===== config.mk =====
export PLATFORM = sky130hd
export DESIGN_NAME = cen_mean_sub
export DESIGN_NICKNAME = d
export VERILOG_FILES = /design/src/rtl/cen_mean_sub.sv
export SDC_FILE = /design/constraint.sdc
export NUM_CORES = 1
export LEC_CHECK = 0
export CAP_MARGIN = 20
export CORE_UTILIZATION = 25
export CTS_BUF_LIST = sky130_fd_sc_hd__clkbuf_8
export DETAILED_ROUTE_END_ITERATION = 12
export MAX_ROUTING_LAYER = met4
export PLACE_DENSITY = 0.53
export SYNTH_ARGS = -nofsm -noshare
export SYNTH_HDL_FRONTEND = slang
export SYNTH_SLANG_ARGS = --single-unit

===== constraint.sdc =====
create_clock -name clk -period 3.7 [get_ports clk]
set_input_delay 0.74 -clock clk [delete_from_list [all_inputs] [get_ports clk]]
set_output_delay 0.74 -clock clk [all_outputs]
set_load 0.01 [all_outputs]

===== src/rtl/cen_mean_sub.sv =====
// Per-block mean removal for four channels: latches sum>>>LOG2N as the mean,
// then streams N sample sets through a one-deep output register with valid/ready flow control.
module cen_mean_sub #(
    parameter int LOG2N = 10,
    parameter int DW    = 26,
    parameter int SW    = 40
) (
    input  logic                 clk,
    input  logic                 rst_n,
    input  logic                 start,
    input  logic signed [SW-1:0] sum1,
    input  logic signed [SW-1:0] sum2,
    input  logic signed [SW-1:0] sum3,
    input  logic signed [SW-1:0] sum4,
    input  logic                 in_valid,
    input  logic signed [DW-1:0] x1_in,
    input  logic signed [DW-1:0] x2_in,
    input  logic signed [DW-1:0] x3_in,
    input  logic signed [DW-1:0] x4_in,
    output logic                 in_ready,
    output logic signed [DW:0]   c1,
    output logic signed [DW:0]   c2,
    output logic signed [DW:0]   c3,
    output logic signed [DW:0]   c4,
    output logic                 out_valid,
    input  logic                 out_ready,
    output logic                 busy,
    output logic                 done,
    output logic [1:0]           state_dbg
);

    // Handshake: a transfer happens on a rising edge where valid and ready are both 1;
    // a producer holding valid keeps its data stable until that edge.

    typedef enum logic [1:0] {IDLE, MEAN, STREAM, DONE} state_t;

    localparam logic [LOG2N:0] N_CNT  = {1'b1, {LOG2N{1'b0}}};
    localparam logic [LOG2N:0] N_LAST = N_CNT - 1'b1;

    state_t              state;
    logic [LOG2N:0]      in_cnt;
    logic [LOG2N:0]      out_cnt;
    logic signed [DW-1:0] mean  [4];
    logic signed [DW:0]   c_q   [4];
    logic signed [SW-1:0] sum_a [4];
    logic signed [DW-1:0] x_a   [4];
    logic signed [DW:0]   diff  [4];
    logic                 acc;
    logic                 cons;

    assign sum_a[0] = sum1;
    assign sum_a[1] = sum2;
    assign sum_a[2] = sum3;
    assign sum_a[3] = sum4;
    assign x_a[0]   = x1_in;
    assign x_a[1]   = x2_in;
    assign x_a[2]   = x3_in;
    assign x_a[3]   = x4_in;

    // Both operands sign-extended by one bit so the difference can never wrap.
    always_comb begin
        for (int k = 0; k < 4; k++) begin
            diff[k] = {x_a[k][DW-1], x_a[k]} - {mean[k][DW-1], mean[k]};
        end
    end

    assign in_ready  = (state == STREAM) && (in_cnt < N_CNT) && (!out_valid || out_ready);
    assign acc       = in_valid && in_ready;
    assign cons      = out_valid && out_ready;
    assign busy      = (state != IDLE);
    assign done      = (state == DONE);
    assign state_dbg = state;
    assign c1        = c_q[0];
    assign c2        = c_q[1];
    assign c3        = c_q[2];
    assign c4        = c_q[3];

    always_ff @(posedge clk or negedge rst_n) begin
        if (!rst_n) begin
            state     <= IDLE;
            in_cnt    <= '0;
            out_cnt   <= '0;
            out_valid <= 1'b0;
            for (int k = 0; k < 4; k++) begin
                mean[k] <= '0;
                c_q[k]  <= '0;
            end
        end else begin
            case (state)
                IDLE: begin
                    if (start) begin
                        for (int k = 0; k < 4; k++) begin
                            mean[k] <= DW'(sum_a[k] >>> LOG2N);
                        end
                        in_cnt    <= '0;
                        out_cnt   <= '0;
                        out_valid <= 1'b0;
                        state     <= MEAN;
                    end
                end
                MEAN: state <= STREAM;
                STREAM: begin
                    if (acc) begin
                        for (int k = 0; k < 4; k++) begin
                            c_q[k] <= diff[k];
                        end
                        in_cnt    <= in_cnt + 1'b1;
                        out_valid <= 1'b1;
                    end else if (cons) begin
                        out_valid <= 1'b0;
                    end
                    if (cons) begin
                        out_cnt <= out_cnt + 1'b1;
                        if (out_cnt == N_LAST) state <= DONE;
                    end
                end
                DONE:    state <= IDLE;
                default: state <= IDLE;
            endcase
        end
    end

endmodule


==> results.py <==
metrics = {
    "logic_synthesis": {
        "synth.most_common_cell": "dfrtp_1",
        "synth-edff-count": 0,
        "syn_area_mm2": 0.0146,
        "synth_cell_types": 71,
        "ys_top_cells_by_area": "dfrtp_1 (41%), ha_1 (9.4%), mux2_2 (8.1%)",
        "synth_top_area_share_pct": 40.7,
        "avgSynthCellArea_um2": 9.36,
        "yosys_most_used_dff": "dfrtp_1",
        "syn_inst": 1558,
        "synth_top_area_cell": "dfrtp_1",
        "synth_commonest_cells": "dfrtp_1 (237), nand2_1 (194), inv_1 (136), ha_1 (110), o21ai_0 (108)",
        "ys_seq_area_share_pct": 40.7,
        "synth_async_sr_flop_share_pct": 100,
        "yosys_warnings": 0,
        "syn_nets": 1941,
        "synth_seq_cells": 237,
    },
    "clock_network": {
        "root_buffer": "clkbuf_8",
        "clock_path_buffers": 3,
        "cts_buffers": 48,
        "cts_tree": "yes",
        "cts.sinks": 237,
        "clk_latency_ns": 0.62,
        "hold_buffers": 0,
        "cts-resized-gates": 0,
        "clkTransAtPathRegs_ns": 0.06,
        "post-cts-setup-buffers": 0,
        "htreeDepth": 2,
    },
    "pwr": {
        "total_leakage_power_uw": 0.00891,
        "powerDensity_mw_per_mm2": 837,
        "p_sw_share_pct": 41.4,
        "net-switching-power_uw": 6870,
        "intPower_uw": 9730,
        "vdd_drop_max_uv": 361,
        "comb_power_share_pct": 57.0,
        "clkPwrFrac_pct": 16.4,
        "p_seq_share_pct": 26.5,
    },
    "finish": {
        "area_growth_pct": 36.0,
        "drive_above_1_share_pct": 11.3,
        "fill_cells": 6024,
        "nNetsFinal": 2285,
        "instances_no_fill": 2712,
    },
    "floorplanning": {
        "core_mm2": 0.0577,
        "die_h_um": 244,
        "rows": 88,
        "dieArea_mm2": 0.0593,
        "start_util_pct": 25.3,
        "ios": 383,
        "fp.dieW_um": 244,
    },
    "place": {
        "gp_congestion": 0.841,
        "io_buffers": 326,
        "dp.final_hpwl_mm": 34.0,
        "dp.cells": 2617,
    },
    "route": {
        "drt_iter0_drc": 599,
        "avgViaCountPerCell": 4.58,
        "antenna_left": 0,
        "drc": 0,
        "first_pass_iters": 5,
        "wl_per_cell_um": 16.4,
        "wirelength_mm": 44.3,
        "vias": 12400,
    },
    "global_routing": {
        "grt_pass1_wl_mm": 70.0,
        "antenna_found_initial": 11,
        "grt_max_degree": 105,
        "grt_pass1_vias": 12700,
        "grt_usage_pct": 15.4,
        "grt_overflow": 0,
    },
    "setup_path": {
        "critPathMaxFanout": 11,
        "required_ns": 2.96,
        "crit_type": "register to primary output",
        "worst-r2r-cell-count": 11,
        "r2r-end": "c4[24]",
        "slowest_stage": "clkdlybuf4s50_1",
        "r2r-start": "mean[0]",
        "reg2reg_slack_ns": 0.86,
        "worst_setup_path_end_kind": "primary output",
        "cp-start-kind": "register",
        "cp_num_buf_inv": 2,
        "crit_arrival_ns": 2.53,
        "critPathMaxStageDelay_ns": 0.63,
        "critical_path.top_delay_family": "buffers and inverters",
        "crit_chain": "inv_1, ha_1, nor3b_2, clkdlybuf4s50_1",
    },
    "timing": {
        "min_period_ns": 3.27,
        "rsz0062_at_grt": "no",
        "fin_crit_sh_pct": 88.4,
        "tns_ns": 0,
        "worst_slew_pin_slew_ns": 0.781,
        "relSlewSlack_pct": 47.9,
        "fmax_mhz": 306,
        "holdWs_ns": 0.117,
        "final-setup-viol-count": 0,
        "slew_viol_final": 0,
        "fin_skew_ns": 0.0247,
        "finalHoldViolations": 0,
    },
    "job": {
        "maxCapViolations": 0,
    },
    "worst_hold_path": {
        "hold_class": "input port to async pin",
    },
    "status": {
        "outcome": "finished, final reports clean",
    },
}
power groups by stage:
stage | registers, uW | logic [uW] | clock network (uW)
global route | 4570 | 10500 | 2980
finish | 4410 | 9470 | 2730
floorplan | 4560 | 6050 | 0
CTS | 4430 | 9570 | 2880
detailed placement | 4470 | 9510 | 0
global placement | 4430 | 9440 | 0
logic make-up after synthesis:
kind of cell | Yosys count | share of synthesized area, %
compound gates | 402 | 17.6
xor+xnor | 98 | 5.89
fa+ha+maj | 114 | 9.99
buf+inv | 190 | 4.93
flops | 237 | 40.7
mux | 109 | 8.38
simple gates | 408 | 12.5
placed cells by master, fill, tap and decap left out, drive strengths merged, types with 13 or more instances in the layout:
cell           netlist  final
clkdlybuf4s50        0    325
dfrtp              237    237
nand2              194    194
inv                136    149
o21ai              147    147
ha                 110    110
mux2               105    105
a21oi              104    104
nor2                83     83
clkbuf              45     62
xnor2               51     51
xor2                47     47
a21o                32     32
nand3               28     28
buf                  9     23
nand4               21     21
nor3                15     15
nor2b               13     13
and3                13     13
a211oi              13     13
o21a                13     13
worst register-to-register path, stage by stage, from the launching register on:
cell       delay, ns
dfrtp_1         0.35
ha_1            0.18
inv_1           0.06
fa_1            0.39
a211oi_1        0.39
o211a_1         0.28
o211ai_1        0.16
a21oi_1         0.24
nor4_1          0.10
a2111oi_2       0.32
xnor2_1         0.16
o21ai_1         0.07
sequential cells by signal, indices dropped and copies added, names as in the netlist:
| signal | cells |
|---|---|
| mean | 104 |
| c1 | 27 |
| c2 | 27 |
| c3 | 27 |
| c4 | 27 |
| in_cnt | 11 |
| out_cnt | 11 |
| state_dbg | 2 |
| out_valid | 1 |
area by class of cell:
cell class	instances	area [um^2]	share of cell area (%)
diodes	11	27.5	0.139
clock buffers	62	853	4.30
clock inverters	22	101	0.511
inverters	136	510	2.57
multi-input cells	1131	7950	40.1
flip-flops and latches	237	5930	29.9
well taps	765	957	4.83
repair buffers	348	3510	17.7
per-layer routing:
| layer | GRT usage [%] | up-vias | routed length, um |
|---|---|---|---|
| met1 | 18.5 | 5879 | 19400 |
| met5 | - | - | 0 |
| met2 | 24.8 | 316 | 20800 |
| met3 | 4.41 | 68 | 3030 |
| li1 | - | 6159 | - |
| met4 | 4.67 | 0 | 1110 |
stage by stage:
stage          util [%]  total power [uW]  setup WS (ns)  cell area [um^2]
3_5_place_dp       32.7             14000         0.0147             18900
5_1_grt            34.4             18100          0.287             19800
3_3_place_gp       32.7             13900        0.00927             18900
2_1_floorplan         -             10600          0.767             14600
6_report           34.4             16600          0.430             19800
4_1_cts            34.3             16900          0.350             19800
how the worst max path moves through the flow:
stage | startpoint | slack (ns) | depth (start not counted) | to
4_1_cts | state_dbg[0] | 0.35 | 4 | in_ready
5_1_grt | state_dbg[0] | 0.29 | 4 | in_ready
6_report | state_dbg[0] | 0.43 | 4 | in_ready
3_3_place_gp | x4_in[0] | 0.009 | 13 | c4[24]
3_5_place_dp | x4_in[0] | 0.01 | 13 | c4[24]
2_1_floorplan | x4_in[0] | 0.77 | 12 | c4[24]
Power figures use the tool's default switching activity.
